`config.mk`:
```
export PLATFORM = sky130hd
export DESIGN_NAME = param_seq_alu
export DESIGN_NICKNAME = d
export VERILOG_FILES = /design/src/rtl/param_seq_alu.sv
export SDC_FILE = /design/constraint.sdc
export NUM_CORES = 1
export LEC_CHECK = 0
export CORE_MARGIN = 3
export CORE_UTILIZATION = 30
export CTS_BUF_LIST = sky130_fd_sc_hd__clkbuf_8
export DETAILED_ROUTE_END_ITERATION = 8
export PLACE_DENSITY = 0.47
export RECOVER_POWER = 25
export SLEW_MARGIN = 20
export SYNTH_ARGS = -nofsm -noshare
export SYNTH_HDL_FRONTEND = slang
export SYNTH_SLANG_ARGS = --single-unit
```
`constraint.sdc`:
```
create_clock -name clk -period 7.3 [get_ports clk]
set_input_delay 0.73 -clock clk [delete_from_list [all_inputs] [get_ports clk]]
set_output_delay 0.73 -clock clk [all_outputs]
set_load 0.02 [all_outputs]
```
`src/rtl/param_seq_alu.sv`:
```
// Purpose : registered WIDTH-bit ALU (add/sub/carry-chain, logic, shifts, shift-add MUL, MOV) with NZCV flag register.
// Latency : 1 cycle for single-cycle ops, 1+k for shifts by k, 1+WIDTH for MUL; one op in flight.
// Backpr. : accepts only in IDLE (in_ready); result/out_err/flags held in DONE until out_ready.
// Ports   : clk/rst (sync, active-high); in_valid/in_ready + op, set_flags, A, B request side;
//           out_valid/out_ready + result, out_err response side; flag_N/Z/C/V flag register.
module param_seq_alu #(
    parameter int WIDTH = 16,
    localparam int SW = $clog2(WIDTH)
) (
    input  logic             clk,
    input  logic             rst,
    input  logic             in_valid,
    output logic             in_ready,
    input  logic [3:0]       op,
    input  logic             set_flags,
    input  logic [WIDTH-1:0] A,
    input  logic [WIDTH-1:0] B,
    output logic             out_valid,
    input  logic             out_ready,
    output logic [WIDTH-1:0] result,
    output logic             out_err,
    output logic             flag_N,
    output logic             flag_Z,
    output logic             flag_C,
    output logic             flag_V
);
    // Counter must reach WIDTH for MUL, so one bit wider than the shift amount.
    localparam int CW = SW + 1;

    localparam logic [3:0] OP_ADD = 4'd0,  OP_SUB = 4'd1,  OP_ADC = 4'd2,  OP_SBC = 4'd3;
    localparam logic [3:0] OP_AND = 4'd4,  OP_OR  = 4'd5,  OP_XOR = 4'd6,  OP_NOT = 4'd7;
    localparam logic [3:0] OP_SHL = 4'd8,  OP_SHR = 4'd9,  OP_SRA = 4'd10, OP_MUL = 4'd11;
    localparam logic [3:0] OP_MOV = 4'd12;

    typedef enum logic [1:0] {IDLE, EXEC, DONE} state_t;

    state_t           state_q, state_d;
    logic [3:0]       op_q, op_d;
    logic             sf_q, sf_d;
    logic [WIDTH-1:0] a_q, a_d, b_q, b_d;
    logic             cin_q, cin_d;     // latched flag_C; doubles as shift carry-out
    logic [WIDTH-1:0] acc_q, acc_d;     // shift work register / MUL low half (multiplier)
    logic [WIDTH-1:0] hi_q, hi_d;       // MUL high half
    logic [CW-1:0]    cnt_q, cnt_d;
    logic [WIDTH-1:0] result_q, result_d;
    logic             err_q, err_d;
    logic             fn_q, fn_d, fz_q, fz_d, fc_q, fc_d, fv_q, fv_d;

    logic [WIDTH-1:0] b_eff, res;
    logic             arith_cin, c_new, v_new, wr_flags, is_shift;
    logic [WIDTH:0]   sum, madd;

    assign in_ready  = (state_q == IDLE);
    assign out_valid = (state_q == DONE);
    assign result    = result_q;
    assign out_err   = err_q;
    assign flag_N    = fn_q;
    assign flag_Z    = fz_q;
    assign flag_C    = fc_q;
    assign flag_V    = fv_q;

    always_comb begin
        state_d  = state_q;
        op_d     = op_q;
        sf_d     = sf_q;
        a_d      = a_q;
        b_d      = b_q;
        cin_d    = cin_q;
        acc_d    = acc_q;
        hi_d     = hi_q;
        cnt_d    = cnt_q;
        result_d = result_q;
        err_d    = err_q;
        fn_d     = fn_q;
        fz_d     = fz_q;
        fc_d     = fc_q;
        fv_d     = fv_q;
        res      = '0;
        c_new    = fc_q;
        v_new    = fv_q;
        wr_flags = sf_q;

        // SUB/SBC add the complement; carry-in is 0, 1 or the latched C.
        b_eff     = (op_q == OP_SUB || op_q == OP_SBC) ? ~b_q : b_q;
        arith_cin = (op_q == OP_ADD) ? 1'b0 : (op_q == OP_SUB) ? 1'b1 : cin_q;
        sum       = {1'b0, a_q} + {1'b0, b_eff} + {{WIDTH{1'b0}}, arith_cin};
        // One shift-add step: conditionally add multiplicand into the high half.
        madd      = {1'b0, hi_q} + (acc_q[0] ? {1'b0, a_q} : {(WIDTH+1){1'b0}});
        is_shift  = (op_q == OP_SHL) || (op_q == OP_SHR) || (op_q == OP_SRA);

        case (state_q)
            IDLE: begin
                if (in_valid) begin
                    op_d    = op;
                    sf_d    = set_flags;
                    a_d     = A;
                    b_d     = B;
                    cin_d   = fc_q;
                    acc_d   = (op == OP_MUL) ? B : A;
                    hi_d    = '0;
                    cnt_d   = (op == OP_MUL) ? CW'(WIDTH) : {1'b0, B[SW-1:0]};
                    state_d = EXEC;
                end
            end
            EXEC: begin
                if (is_shift && cnt_q != '0) begin
                    case (op_q)
                        OP_SHL:  begin cin_d = acc_q[WIDTH-1]; acc_d = {acc_q[WIDTH-2:0], 1'b0}; end
                        OP_SHR:  begin cin_d = acc_q[0]; acc_d = {1'b0, acc_q[WIDTH-1:1]}; end
                        default: begin cin_d = acc_q[0]; acc_d = {acc_q[WIDTH-1], acc_q[WIDTH-1:1]}; end
                    endcase
                    cnt_d = cnt_q - CW'(1);
                end else if (op_q == OP_MUL && cnt_q != '0) begin
                    {hi_d, acc_d} = {madd, acc_q[WIDTH-1:1]};
                    cnt_d = cnt_q - CW'(1);
                end else begin
                    case (op_q)
                        OP_ADD, OP_SUB, OP_ADC, OP_SBC: begin
                            res   = sum[WIDTH-1:0];
                            c_new = sum[WIDTH];
                            v_new = (a_q[WIDTH-1] == b_eff[WIDTH-1]) && (sum[WIDTH-1] != a_q[WIDTH-1]);
                        end
                        OP_AND: begin res = a_q & b_q; v_new = 1'b0; end
                        OP_OR:  begin res = a_q | b_q; v_new = 1'b0; end
                        OP_XOR: begin res = a_q ^ b_q; v_new = 1'b0; end
                        OP_NOT: begin res = ~a_q;      v_new = 1'b0; end
                        // cin_q still holds the entry C when the shift amount was 0.
                        OP_SHL, OP_SHR, OP_SRA: begin res = acc_q; c_new = cin_q; v_new = 1'b0; end
                        OP_MUL: begin res = acc_q; c_new = |hi_q; v_new = 1'b0; end
                        OP_MOV: res = b_q;
                        default: wr_flags = 1'b0;
                    endcase
                    result_d = res;
                    err_d    = (op_q > OP_MOV);
                    if (wr_flags) begin
                        fn_d = res[WIDTH-1];
                        fz_d = (res == '0);
                        fc_d = c_new;
                        fv_d = v_new;
                    end
                    state_d = DONE;
                end
            end
            DONE: begin
                if (out_ready) state_d = IDLE;
            end
            default: state_d = IDLE;
        endcase
    end

    always_ff @(posedge clk) begin
        if (rst) begin
            state_q  <= IDLE;
            op_q     <= '0;
            sf_q     <= 1'b0;
            a_q      <= '0;
            b_q      <= '0;
            cin_q    <= 1'b0;
            acc_q    <= '0;
            hi_q     <= '0;
            cnt_q    <= '0;
            result_q <= '0;
            err_q    <= 1'b0;
            fn_q     <= 1'b0;
            fz_q     <= 1'b0;
            fc_q     <= 1'b0;
            fv_q     <= 1'b0;
        end else begin
            state_q  <= state_d;
            op_q     <= op_d;
            sf_q     <= sf_d;
            a_q      <= a_d;
            b_q      <= b_d;
            cin_q    <= cin_d;
            acc_q    <= acc_d;
            hi_q     <= hi_d;
            cnt_q    <= cnt_d;
            result_q <= result_d;
            err_q    <= err_d;
            fn_q     <= fn_d;
            fz_q     <= fz_d;
            fc_q     <= fc_d;
            fv_q     <= fv_d;
        end
    end
endmodule

```
Word level (Yosys, flattened, before mapping) --
Cells that the tools add are included. W data, S select, Z words.
Word-level totals: register bits after elaboration 98, word-level logic and storage cells 120, bits of input ports 41
Operators by class: reductions and logical operators 29, add/sub/neg operators 4, order comparisons 1, muxes and demuxes 38, bitwise gates (word level) 7, equal/unequal tests 25
Operator list (number):
- $mux W16 | 12
- $pmux W16 S7 | 1
- $pmux W16 S2 | 3
- $add A16 B16 Y17 | 2
- $not A16 Y16 | 2
- $eq A4 B4 Y1 const B | 6
- $mux W5 | 4
- $add A17 B1 Y17 | 1
- $and A16 B16 Y16 | 1
- $eq A4 B3 Y1 const B | 4
- $logic_not A16 Y1 | 1
- $or A16 B16 Y16 | 1
- $reduce_and A4 Y1 | 4
- $reduce_or A16 Y1 | 1
- $xor A16 B16 Y16 | 1
- $reduce_or A13 Y1 | 1
- $ne A2 B2 Y1 const B | 5
- $pmux W5 S2 | 1
- $reduce_and A5 Y1 | 2
- $mux W1 | 9
- $reduce_and A3 Y1 | 3
- $eq A4 B2 Y1 const B | 2
- $mux W2 | 4
- $reduce_or A4 Y1 | 2
- 24 further kinds | 31

Logic depth before layout (Yosys ltp) --
depth after elaboration 10, gate-level depth with buffers 17

Worst setup path before layout --
No wires, ideal clock.
kind register to register, from register op_q[2], to register fz_q (netlist: flag_Z), stages on the path, launching flop included 17, clock period less this slack 4.115 ns, data arrival time 4.057 ns, path buffers 2, slack 3.185 ns, cells stage by stage dfxtp_1 inv_1 ha_1 clkbuf_1 buf_1 nand2_1 xnor2_1 fa_1 fa_1 a21o_1 a2111oi_2 o21ai_1 xnor2_1 a221oi_1 o2111a_1 and4_1 a31o_1
On the way: cells in the longest elaborated chain, start to end 10, elaborated cells on any way between the ends 38, those cells by class add/sub: 2; eq/ne: 12; mux: 11; bitwise: 2; reduce/logical: 11
RTL lines:
- start: declaration | line 38 | logic [3:0] op_q, op_d;
- start signal: assignment | line 170 | op_q <= op_d;
- $eq A4 B1 Y1 or $eq A4 B2 Y1 (tied branches) | line 84, 85, 117
- $logic_or A1 B1 Y1 | line 84 | b_eff = (op_q == OP_SUB || op_q == OP_SBC) ? ~b_q : b_q;
- $mux W16 | line 84
- $add A16 B16 Y17 | line 86 | sum = {1'b0, a_q} + {1'b0, b_eff} + {{WIDTH{1'b0}}, arith_cin};
- $add A17 B1 Y17 | line 86
- $pmux W16 S7 | line 117 | case (op_q)
- $mux W16 | line 113 | end else if (op_q == OP_MUL && cnt_q != '0) begin
- $mux W16 | line 106 | if (is_shift && cnt_q != '0) begin
- $mux W16 | line 91 | case (state_q)
- $logic_not A16 Y1 | line 137 | fz_d = (res == '0);
- end signal: assignment | line 181 | fz_q <= fz_d;
- end: declaration | line 47 | logic fn_q, fn_d, fz_q, fz_d, fc_q, fc_d, fv_q, fv_d;
Several ways; a longest one is shown, not always the timed one. The select of a mux whose other input is x is not followed. A chain may end at the register's enable or synchronous reset.

Worst setup path after layout --
Same ends and word-level chain as after synthesis.

==> out/metrics.cfg <==
[outcome]
status=complete, but fails checks
violations=max-capacitance violations, max-slew violations

[cells_and_area]
final_nets=1105
drive_gt1_share_pct=4.33
antenna_cells=0
final_util_pct=35.4
syn2layout_area_growth_pct=15.0

[synth]
synth_cells=955
synth_cell_types=68
synth_area_sq_mm=0.00730
syn_avg_cell_area_sq_um=7.64
synth_top_area_share_pct=26.9
yosysSeqAreaShare_pct=26.9
yosysWarnings=0
synth_area_leaders=dfxtp_1 (27%), ha_1 (12%), nand2_1 (8.8%), a21oi_1 (6.2%), mux2i_1 (4.8%)
ys_ff_latch=98
yosys_most_used_dff=dfxtp_1
syn_nets=1071
synth-async-reset-ratio_pct=0
synth-edff-count=0
yosysTopAreaCell=dfxtp_1

[placed_design]
port-buffer-count=63
place_congestion=0.902
dpl.hpwl_microns=18100

[timing]
tightest_slew_ns=3.96
max_freq_mhz=197
drv_slew=119
holdWs_ns=0.457
maxSlewHeadroom_pct=-164
rsz0062_at_grt=false
setup_viol=0
skew_ns=0.0142
setup-tns-final_ns=0
min_period_ns=5.08
hold_viol_final=0
finalCritPeriodShare_pct=69.6

[clock_tree]
cts-buffers-inserted=9
cts.root.buffer_cell=clkbuf_8
postCtsHoldBufs=0
cts_tree=yes
worstSkewPairLatency_ns=0.39
ctsHtreeMaxLevel=3
cts_buffer_depth=2
cts.clk_slew.worst_paths_ns=0.11
cts_num_sinks=98
cts_setup_buffers=0
cts_resized=0

[floorplanning]
core-area_sq_mm=0.0237
dieHeight_microns=162
die_w_microns=162
rows=56
initial_utilization_pct=30.8
ios=64
dieArea_sq_mm=0.0262

[worst_setup_path]
critical_path.top_delay_family=adder cells
timing.rr.start=op_q[2]
end_kind=register
crit_type=reg2reg
arrival_ns=5.42
required_ns=7.64
critPathSlowestCell=nand2_1
r2r_slack_ns=2.22
reg2reg_to=flag_Z
critPathBufInv=1
critPathMaxStageDelay_ns=0.75
critical_path.max_fanout=19
r2r_cells=14
crit_path_start_kind=register
path_cells=inv_1, ha_1, nand2_1, xnor2_1, fa_1, fa_1, a21o_1, a2111oi_2, o21ai_1, xnor2_1, a221oi_1, o2111a_1, and4_1, a31o_1

[routing]
dr.pass1.iters=7
drt-total-wl_microns=24300
avgViaCountPerCell=5.27
drc_errors=0
drt_iter0_drc=675
postRouteAntennaNets=0
wl_per_cell_microns=18.5
dr_total_vias=6920

[hold_path]
hold_depth=2
hp-start=out_err
min_path_type=reg2reg
min_to=out_err

[pwr]
power_density_mw_per_mm2=168
total_leakage_power_uw=0.00336
peakVddDrop_mv=0.0876

[grt]
grt_pass1_vias=6394
overflow=0
grt_pass1_wl_microns=38100
antenna_found_initial=0
grtUsageTotal_pct=18.4
grt_max_degree=81

[run]
drv_cap=2

## routing by layer
layer	GRT usage, %	vias to the layer above	routed length (microns)
met5	0	-	0
met4	3.02	0	170
met3	2.24	12	1120
met2	26.9	173	10200
met1	29.1	3264	12800
li1	-	3471	-
## tightest hold or removal path: stages (launching register included)
cell and delay, ns:
dfxtp_1 0.32, nand2_1 0.05, a21oi_1 0.05
## synth_stat cells, types with 3 or more instances
| master | count |
|---|---|
| clkbuf_1 | 38 |
| mux2i_1 | 35 |
| xor2_1 | 4 |
| nand3b_1 | 5 |
| nand2_1 | 172 |
| ha_1 | 72 |
| a31oi_1 | 9 |
| nor3_1 | 16 |
| fa_1 | 3 |
| a22oi_1 | 9 |
| a22o_1 | 10 |
| buf_2 | 5 |
| nand2b_1 | 9 |
| o21bai_1 | 3 |
| nand4_1 | 5 |
| nor2_1 | 63 |
| and2_1 | 21 |
| a311oi_1 | 3 |
| o21ai_0 | 24 |
| inv_1 | 51 |
| nor2b_1 | 8 |
| o211ai_1 | 12 |
| a32oi_1 | 5 |
| dfxtp_1 | 98 |
| nand3_1 | 40 |
| o22ai_1 | 6 |
| o21a_1 | 3 |
| xnor2_1 | 30 |
| buf_1 | 9 |
| a222oi_1 | 7 |
| a211oi_1 | 17 |
| nor4_1 | 8 |
| a21oi_1 | 91 |
| and3_1 | 7 |
| a21o_1 | 6 |
| a221oi_1 | 7 |
## sequential cells by signal, indices dropped and copies added, names as in the netlist, 2 cells and up
| name | flops |
|---|---|
| cnt_q | 5 |
| b_q | 16 |
| acc_q | 16 |
| a_q | 16 |
| op_q | 4 |
| result | 16 |
| state_q | 2 |
| hi_q | 16 |
## power by group
| part | switching [uW] | internal (uW) |
|---|---|---|
| sequential | 55.2 | 571 |
| clock | 223 | 137 |
| combinational | 255 | 166 |
| total | 533 | 875 |
## how the worst max path moves through the flow
| stage | endpoint | cells after the start | startpoint |
|---|---|---|---|
| floorplan | flag_Z | 16 | op_q[2] |
| global placement | flag_Z | 14 | op_q[2] |
| detailed placement | flag_Z | 14 | op_q[2] |
| CTS | flag_Z | 14 | op_q[2] |
| global route | flag_Z | 14 | op_q[2] |
| finish | flag_Z | 14 | op_q[2] |
## placed cells by master, fill, tap and decap left out, types with 3 or more instances in the layout
master,n
a211oi_1,17
o22ai_1,6
nor3_1,16
nand2b_1,9
a22oi_1,9
nand3_1,40
mux2i_1,35
dfxtp_1,98
inv_1,51
o21a_1,3
nor2_1,62
o21ai_0,24
a221oi_1,7
nand2_1,172
clkinv_4,4
clkbuf_1,3
nor4_1,8
o211ai_1,12
a21oi_1,91
a32oi_1,5
ha_1,72
clkdlybuf4s50_1,61
buf_4,11
a31oi_1,9
clkbuf_8,10
xnor2_1,30
a311oi_1,3
a22o_1,10
and3_1,7
fa_1,3
nand4_1,5
nor2b_1,8
a222oi_1,7
and2_1,21
a21o_1,6
nand3b_1,5
o21bai_1,3
xor2_1,4
## layout make-up
cell class	count	area (sq um)
multi-input combinational	753	4940
tap	319	399
fill	2560	15300
timing repair buffer	76	714
inverter	51	191
clock inverter	6	51.3
sequential	98	1960
clock buffer	10	138
## logic make-up after synthesis
logic type | count (synthesis) | share of synthesized area, %
simple gates | 368 | 23.1
compound gates | 237 | 21.6
buf+inv | 104 | 5.54
flops | 98 | 26.9
fa+ha+maj | 75 | 13.2
mux | 39 | 5.57
xor+xnor | 34 | 4.08
## stage by stage
| stage | power (uW) | setup slack, ns | instance area, sq um | std cells |
|---|---|---|---|---|
| detailed placement | 1060 | 2.22 | 8210 | 1297 |
| global route | 1500 | 1.93 | 8390 | 1313 |
| floorplan | 901 | 3.18 | 7300 | 955 |
| global placement | 1060 | 2.36 | 8210 | 1297 |
| CTS | 1420 | 2.23 | 8400 | 1313 |
| finish | 1410 | 2.22 | 8390 | 1313 |
No activity file was read; power rests on OpenSTA's default activity.
